[src/rtl/door_controller.sv]
// Door controller: turns the elevator controller's door command into door-motor
// drive using the limit switches, the light curtain and the cabin buttons.
// It holds the dwell time, reopens on obstruction or nudge and latches a fault
// on a motion timeout, an inconsistent limit-switch pair or an engine interlock
// violation. door_closed_o is the safe-to-move interlock back to the controller.
module door_controller #(
   parameter int DWELL_CYCLES = 1000,  // cycles fully open before auto-close (>=2)
   parameter int MOVE_TIMEOUT = 500,   // max cycles for one stroke (>=2)
   parameter int MAX_REOPEN   = 3,     // open_btn reopens per close sequence (>=1)
   parameter int CNT_W        = 16     // must hold max(DWELL_CYCLES, MOVE_TIMEOUT)
) (
   input  logic       clk,
   input  logic       reset,
   input  logic [1:0] door_cmd_i,
   input  logic [1:0] engine_i,
   input  logic       open_btn_i,
   input  logic       close_btn_i,
   input  logic       obstruct_i,
   input  logic       lim_open_i,
   input  logic       lim_closed_i,
   output logic [1:0] door_motor_o,
   output logic       door_closed_o,
   output logic       door_busy_o,
   output logic       fault_o
);

   localparam int RW = $clog2(MAX_REOPEN + 1);

   localparam logic [CNT_W-1:0] DWELL_LOAD = CNT_W'(DWELL_CYCLES - 1);
   localparam logic [CNT_W-1:0] TIMER_LAST = CNT_W'(MOVE_TIMEOUT - 1);
   localparam logic [CNT_W-1:0] CNT_MAX    = '1;
   localparam logic [RW-1:0]    REOPEN_MAX = RW'(MAX_REOPEN);

   typedef enum logic [2:0] {
      S_CLOSED  = 3'd0,
      S_OPENING = 3'd1,
      S_DWELL   = 3'd2,
      S_CLOSING = 3'd3,
      S_FAULT   = 3'd4
   } state_e;

   typedef enum logic [1:0] {
      MOTOR_STOP  = 2'd0,
      MOTOR_OPEN  = 2'd1,
      MOTOR_CLOSE = 2'd2
   } motor_e;

   state_e           state_q, state_d;
   logic [CNT_W-1:0] timer_q, timer_d;
   logic [CNT_W-1:0] dwell_q, dwell_d;
   logic [RW-1:0]    reopen_q, reopen_d;

   motor_e motor_q, motor_d;
   logic   door_closed_q, door_closed_d;
   logic   door_busy_q, door_busy_d;
   logic   fault_q, fault_d;

   logic             open_req;
   logic             engine_moving;
   logic [CNT_W-1:0] timer_inc;

   assign open_req      = (door_cmd_i == 2'd1) || open_btn_i;
   assign engine_moving = (engine_i != 2'd0);
   // The stroke timer saturates instead of wrapping back to zero.
   assign timer_inc     = (timer_q == CNT_MAX) ? timer_q : timer_q + 1'b1;

   // State and output registers; the async reset also stops the motor at once.
   always_ff @(posedge clk or negedge reset) begin
      if (!reset) begin
         state_q       <= S_CLOSED;
         timer_q       <= '0;
         dwell_q       <= '0;
         reopen_q      <= '0;
         motor_q       <= MOTOR_STOP;
         door_closed_q <= 1'b0;
         door_busy_q   <= 1'b0;
         fault_q       <= 1'b0;
      end else begin
         // NOTE: non-blocking assignments so every register samples pre-edge values.
         state_q       <= state_d;
         timer_q       <= timer_d;
         dwell_q       <= dwell_d;
         reopen_q      <= reopen_d;
         motor_q       <= motor_d;
         door_closed_q <= door_closed_d;
         door_busy_q   <= door_busy_d;
         fault_q       <= fault_d;
      end
   end

   // Next-state and counter logic, conditions checked in priority order.
   always_comb begin
      // NOTE: defaults first so no path leaves a variable unassigned (no latches).
      state_d  = state_q;
      timer_d  = timer_q;
      dwell_d  = dwell_q;
      reopen_d = reopen_q;

      if (lim_open_i && lim_closed_i) begin
         state_d = S_FAULT;
      end else if (state_q != S_CLOSED && state_q != S_FAULT && engine_moving) begin
         state_d = S_FAULT;
      end else begin
         unique case (state_q)
            S_CLOSED: begin
               if (open_req && !engine_moving) begin
                  state_d = S_OPENING;
                  timer_d = '0;
               end
            end
            S_OPENING: begin
               if (lim_open_i) begin
                  state_d = S_DWELL;
                  dwell_d = DWELL_LOAD;
               end else if (timer_q == TIMER_LAST) begin
                  state_d = S_FAULT;
               end else begin
                  timer_d = timer_inc;
               end
            end
            S_DWELL: begin
               // Obstruction or a held open button keep the door open.
               if (obstruct_i || open_btn_i) begin
                  dwell_d = DWELL_LOAD;
               end else if (close_btn_i || door_cmd_i == 2'd2 || dwell_q == '0) begin
                  state_d = S_CLOSING;
                  timer_d = '0;
               end else begin
                  dwell_d = dwell_q - 1'b1;
               end
            end
            S_CLOSING: begin
               // Obstruction reopens unconditionally; nudges are rationed.
               if (obstruct_i) begin
                  state_d = S_OPENING;
                  timer_d = '0;
               end else if (open_btn_i && reopen_q < REOPEN_MAX) begin
                  state_d  = S_OPENING;
                  timer_d  = '0;
                  reopen_d = reopen_q + 1'b1;
               end else if (lim_closed_i) begin
                  state_d  = S_CLOSED;
                  reopen_d = '0;
               end else if (timer_q == TIMER_LAST) begin
                  state_d = S_FAULT;
               end else begin
                  timer_d = timer_inc;
               end
            end
            S_FAULT: begin
               state_d = S_FAULT;
            end
            default: begin
               state_d = S_FAULT;
            end
         endcase
      end
   end

   // Output decode from the next state, so outputs register alongside the state.
   always_comb begin
      motor_d       = MOTOR_STOP;
      door_closed_d = 1'b0;
      door_busy_d   = (state_d != S_CLOSED);
      fault_d       = (state_d == S_FAULT);
      case (state_d)
         S_OPENING: motor_d       = MOTOR_OPEN;
         S_CLOSING: motor_d       = MOTOR_CLOSE;
         S_CLOSED:  door_closed_d = lim_closed_i;
         default:   motor_d       = MOTOR_STOP;
      endcase
   end

   assign door_motor_o  = motor_q;
   assign door_closed_o = door_closed_q;
   assign door_busy_o   = door_busy_q;
   assign fault_o       = fault_q;

endmodule
[config.mk]
export PLATFORM = sky130hd
export DESIGN_NAME = door_controller
export DESIGN_NICKNAME = d
export VERILOG_FILES = /design/src/rtl/door_controller.sv
export SDC_FILE = /design/constraint.sdc
export NUM_CORES = 1
export LEC_CHECK = 0
export CORE_MARGIN = 1
export CORE_UTILIZATION = 47
export DETAILED_ROUTE_END_ITERATION = 12
export PLACE_DENSITY = 0.72
export SYNTH_ARGS = -nofsm -noshare
export SYNTH_HDL_FRONTEND = slang
export SYNTH_SLANG_ARGS = --single-unit
export TNS_END_PERCENT = 20
[constraint.sdc]
create_clock -name clk -period 3 [get_ports clk]
set_input_delay 0.6 -clock clk [delete_from_list [all_inputs] [get_ports clk]]
set_output_delay 0.6 -clock clk [all_outputs]
set_load 0.05 [all_outputs]
# Yosys cells after proc, flatten, opt, wreduce, memory -nomap -nowiden
# Index checks and enable logic that the tools add are counted.
[totals]
register_bits = 42
inputBits = 11
out_inout_bits = 5
wordCells = 84
[classes]
addsub = 3
magnitude_cmp = 1
n_eq_ne = 18
n_mux = 29
n_bitwise = 3
reduce_logical = 22
[ops]
columns = ["operator", "n"]
rows = [
  ["2-to-1 mux 16 bit", 12],
  ["case mux 16 bit (4 select lines)", 1],
  ["case mux 16 bit (2 select lines)", 1],
  ["2-to-1 mux 3 bit", 10],
  ["adder 16 x 1 -> 16 bit (second input constant)", 1],
  ["equality test 16 bit (second input constant)", 1],
  ["equality test 16 x 9 -> 1 bit (second input constant)", 1],
  ["zero test 16 bit", 1],
  ["subtractor 16 x 1 -> 16 bit (second input constant)", 1],
  ["case mux 3 bit (4 select lines)", 1],
  ["inequality test 2 bit (second input constant)", 5],
  ["AND reduction 5 bit", 2],
  ["equality test 3 x 2 -> 1 bit (second input constant)", 3],
  ["AND reduction 8 bit", 1],
  ["equality test 3 x 1 -> 1 bit (second input constant)", 2],
  ["zero test 3 bit", 2],
  ["inequality test 3 bit (second input constant)", 2],
  ["nonzero test 2 bit", 3],
  ["nonzero test 3 bit", 2],
  ["logical AND 1 bit", 5],
  ["logical OR 1 bit", 4],
  ["2-to-1 mux 2 bit", 2],
  ["inequality test 4 bit (second input constant)", 1],
  ["case mux 2 bit (2 select lines)", 1],
  ["other kinds (9)", 11],
]

# Logic depth before layout (Yosys ltp)
[logic_depth]
word_depth = 10
mapped_depth = 9
mapped_depth_nobuf = 8

# Worst setup path before layout
# OpenSTA, ideal clock, no wires.
[synth_timing]
path_type = "register to register"
start = "register dwell_q[0]"
end = "register timer_q[7]"
setup_time_ps = 73
arrival_time_ps = 2076
t_required_ps = 2927
setup_slack_ps = 850
path_stages_with_launch = 9
path_buffers = 0
period_less_slack_ps = 2150
cell_sequence = "dfrtp_1 -> inv_1 -> ha_1 -> nor4b_2 -> nand4_2 -> a31oi_4 -> nand3_2 -> or4_4 -> a21oi_2"
[synth_via]
elab_chain_len = 4
[synth_lines]
columns = ["item", "line", "source"]
rows = [
  ["start, declared", "50", "logic [CNT_W-1:0] dwell_q, dwell_d;"],
  ["start signal, assigned", "82", "dwell_q <= dwell_d;"],
  ["zero test 16 bit", "125", "end else if (close_btn_i || door_cmd_i == 2'd2 || dwell_q == '0) begin"],
  ["logical OR 1 bit", "125", ""],
  ["inequality test 2 bit (no line)", "--", ""],
  ["AND reduction 8 bit (no line)", "--", ""],
  ["end signal, assigned", "81", "timer_q <= timer_d;"],
  ["end, declared", "49", "logic [CNT_W-1:0] timer_q, timer_d;"],
]
# No other way between the ends.
# A chain may end at the register's enable or synchronous reset.

# Final worst setup path
[layout_timing]
start = "input open_btn_i"
end = "register timer_q[7]"
[layout_via]
elab_chain_len = 4
word_cells_on_any_way = 11
classes_between = "3 x eq/ne; 3 x mux; 5 x reduce/logical"
[layout_lines]
columns = ["item", "line", "source"]
rows = [
  ["start, declared", "16", "input logic open_btn_i,"],
  ["logical AND 1 bit / logical OR 1 bit (equally long branches)", "137, 62", ""],
  ["2-to-1 mux 16 bit / logical AND 1 bit (equally long branches)", "137, 106", ""],
  ["2-to-1 mux 16 bit / inequality test 2 bit (equally long branches)", "--", ""],
  ["case mux 16 bit (4 select lines) / AND reduction 8 bit (equally long branches)", "--", ""],
]
# Parallel ways exist; a longest one is shown, timed or not.

==> load_flow_metrics.sql <==
INSERT INTO impl_metrics (metric_group, metric, value, unit) VALUES
('status', 'outcome', 'finished clean', ''),
('cts', 'clk_latency_worst_skew_pair', '0.29', 'ns'),
('cts', 'postCtsHoldBufs', '0', ''),
('layout', 'finalCoreUtilization', '57.3', '%'),
('synth', 'area_fraction_of_the_dominant_cell_type_after_synthesis', '43.0', '%'),
('synth', 'synthArstFlopShare', '100', '%'),
('layout', 'layout_common_cells', 'dfrtp_1 (42), o21ai_0 (28), nand2_1 (27)', ''),
('pwr', 'swShare', '23.9', '%'),
('floorplan', 'start_util', '50.4', '%'),
('hold_path', 'hold_path_class', 'input port to async pin', ''),
('placed_design', 'hpwlAfterDp', '3740', 'µm'),
('drt', 'drcViolationCount', '0', ''),
('global_route', 'initial_antenna_violation_count', '0', ''),
('pwr', 'p_per_area', '406', 'nW/µm²'),
('cts', 'cts_resized', '0', ''),
('drt', 'first_pass_iters', '4', ''),
('floorplan', 'die_x', '74.1', 'µm'),
('global_route', 'grt_pass1_wl', '8870', 'µm'),
('sta', 'tns', '0', 'ns'),
('placed_design', 'place_inst', '353', ''),
('worst_setup_path', 'path_delay_family', 'simple AND/OR/NAND/NOR gates', ''),
('worst_setup_path', 'setup.worst_path.class', 'input port to register', ''),
('global_route', 'track_usage', '21.2', '%'),
('cts', 'cts.clk_slew.worst_paths', '0.08', 'ns'),
('global_route', 'grt_pass1_vias', '1973', ''),
('synth', 'yosys.area_share.simple', '28.5', '%'),
('floorplan', 'die-area', '5490', 'µm²'),
('synth', 'synth.area.top_cells', 'dfrtp_1 (43%), o21ai_0 (5.7%), nand2_1 (4.1%)', ''),
('worst_setup_path', 'timing.critical_path.required', '3.23', 'ns'),
('pwr', 'internal-power', '0.859', 'mW'),
('drt', 'drt-vias-per-instance', '5.82', ''),
('synth', 'avgSynthCellArea', '8.92', 'µm²'),
('layout', 'post_route_cells_drive_above_1_share', '8.84', '%'),
('worst_setup_path', 'cp_max_fo', '9', ''),
('worst_setup_path', 'critical-path-slowest-cell', 'clkdlybuf4s50_1', ''),
('synth', 'yosys_register_bits', '42', ''),
('drt', 'wl', '5260', 'µm'),
('synth', 'seq_area_frac_synth', '43.0', '%'),
('layout', 'net_total_in_the_final_layout', '307', ''),
('floorplan', 'top_level_ports', '16', ''),
('cts', 'cts_root_buffer', 'clkbuf_8', ''),
('synth', 'yosys-mux-area-fraction', '0', '%'),
('floorplan', 'std_cell_rows', '25', ''),
('layout', 'antennaDiodeCount', '0', ''),
('synth', 'synth_compound_gate_area_share', '22.1', '%'),
('worst_setup_path', 'cp.buffers_inverters', '1', ''),
('layout', 'most_common_cell_after_layout_fill_and_taps_aside', 'dfrtp_1', ''),
('synth', 'synth_fa_ha_area_share', '1.54', '%'),
('pwr', 'p_sw', '0.269', 'mW'),
('pwr', 'power.sequential.fraction', '54.4', '%'),
('placed_design', 'gpl.final_weighted_congestion', '0.842', ''),
('synth', 'post-synth-top-area-cell', 'dfrtp_1', ''),
('sta', 'max_freq', '399', 'MHz'),
('drt', 'route.antenna.remaining_nets', '0', ''),
('job', 'drv_cap', '0', ''),
('synth', 'synth-edff-count', '0', ''),
('pwr', 'share_clk_of_total_power', '37.8', '%'),
('sta', 'period_minus_slack', '2.51', 'ns'),
('cts', 'cts_inserted_buffers', '5', ''),
('sta', 'tightestPinTransition', '0.918', 'ns'),
('drt', 'detail_route.wl_per_cell', '14.6', 'µm'),
('synth', 'synth.yosys.warnings', '0', ''),
('worst_setup_path', 'critical_path_arrival', '2.74', 'ns'),
('worst_setup_path', 'crit_chain', 'clkdlybuf4s50_1 > nor2b_1 > nor2_1 > a221oi_4 > nand3_2 > or4_4 > a21oi_2', ''),
('synth', 'synth_top_family_by_area', 'simple AND/OR/NAND/NOR gates', ''),
('sta', 'drv_slew', '0', ''),
('sta', 'hold_viol_final', '0', ''),
('synth', 'post_synth_xor_area_fraction', '1.79', '%'),
('global_route', 'grt_max_degree', '43', ''),
('worst_setup_path', 'endpoint_kind', 'register', ''),
('cts', 'clockBufferDepth', '2', '');
## power by group through the flow
stage / sequential [mW] / clock (mW) / combinational, mW
after global routing: 0.617 / 0.463 / 0.101
final: 0.614 / 0.427 / 0.0876
after global placement: 0.624 / 0 / 0.0851
after detailed placement: 0.625 / 0 / 0.0885
after floorplan: 0.619 / 0 / 0.0508
after CTS: 0.614 / 0.440 / 0.0891
## flip-flops by register name, indices dropped and copies added, names as in the netlist
signal	cells
door_busy_o	1
door_closed_o	1
door_motor_o	2
dwell_q	16
fault_o	1
reopen_q	2
state_q	3
timer_q	16
## stage by stage
step	instance area (µm²)	setup WS, ns	power (mW)	hold WS, ns
2_1_floorplan	2440	0.850	0.670	0.304
3_3_place_gp	2670	0.275	0.709	0.484
3_5_place_dp	2670	0.202	0.714	0.481
4_1_cts	2780	0.483	1.14	0.465
5_1_grt	2780	0.308	1.18	0.517
6_report	2780	0.492	1.13	0.430
## cell families after synthesis
family,count (synthesis)
xor+xnor,5
simple gates,124
fa+ha+maj,3
buf+inv,17
flops,42
compound gates,83
## cell type report
cell class	instances	area (µm²)
inverter	10	37.5
clock buffer	8	110
multi-input combinational	215	1320
timing repair buffer	19	175
fill	435	2070
tap	67	83.8
sequential	42	1050
## routing by layer
metal	track usage [%]	part of all wire (%)	vias to the layer above
met5	0	0	-
met4	8.33	1.4	0
met3	4.07	3.6	5
met2	34.1	45	39
met1	28.3	50	992
li1	-	-	1066
## worst paths after layout
check                                        startpoint                      end  slack [ns]  cells after the start
worst max-delay path                         open_btn_i   timer_q[7]$_DFFE_PN0P_        0.49                      7
worst min-delay path                              reset    door_busy_o$_DFF_PN0_        0.43                      1
worst max register to register   dwell_q[0]$_DFFE_PN0P_   timer_q[7]$_DFFE_PN0P_        0.57                      8
worst min register to register  reopen_q[0]$_DFFE_PN0P_  reopen_q[0]$_DFFE_PN0P_        0.49                      1
max in group asynchronous                         reset  reopen_q[1]$_DFFE_PN0P_        1.99                      1
min in group clk                reopen_q[0]$_DFFE_PN0P_  reopen_q[0]$_DFFE_PN0P_        0.49                      1
## synthesized netlist by cell type (2+ instances only)
| cell | instances |
|---|---|
| nor4_1 | 3 |
| a41oi_1 | 2 |
| xor2_1 | 3 |
| and3_1 | 5 |
| a21o_1 | 4 |
| o22ai_1 | 2 |
| inv_1 | 10 |
| nor4b_1 | 3 |
| a21oi_1 | 20 |
| nor2_1 | 22 |
| a31o_2 | 2 |
| a31oi_1 | 6 |
| xnor2_1 | 2 |
| and2_1 | 4 |
| buf_2 | 3 |
| nand3_1 | 8 |
| clkbuf_1 | 3 |
| nand4_1 | 9 |
| nand2b_1 | 5 |
| a22o_1 | 3 |
| nand2_1 | 27 |
| dfrtp_1 | 42 |
| or3_1 | 8 |
| o21ai_0 | 28 |
| nor3b_1 | 2 |
| o31ai_1 | 9 |
| ha_1 | 3 |
| nor2b_1 | 4 |
| nor3_1 | 11 |
Power figures use the tool's default switching activity.
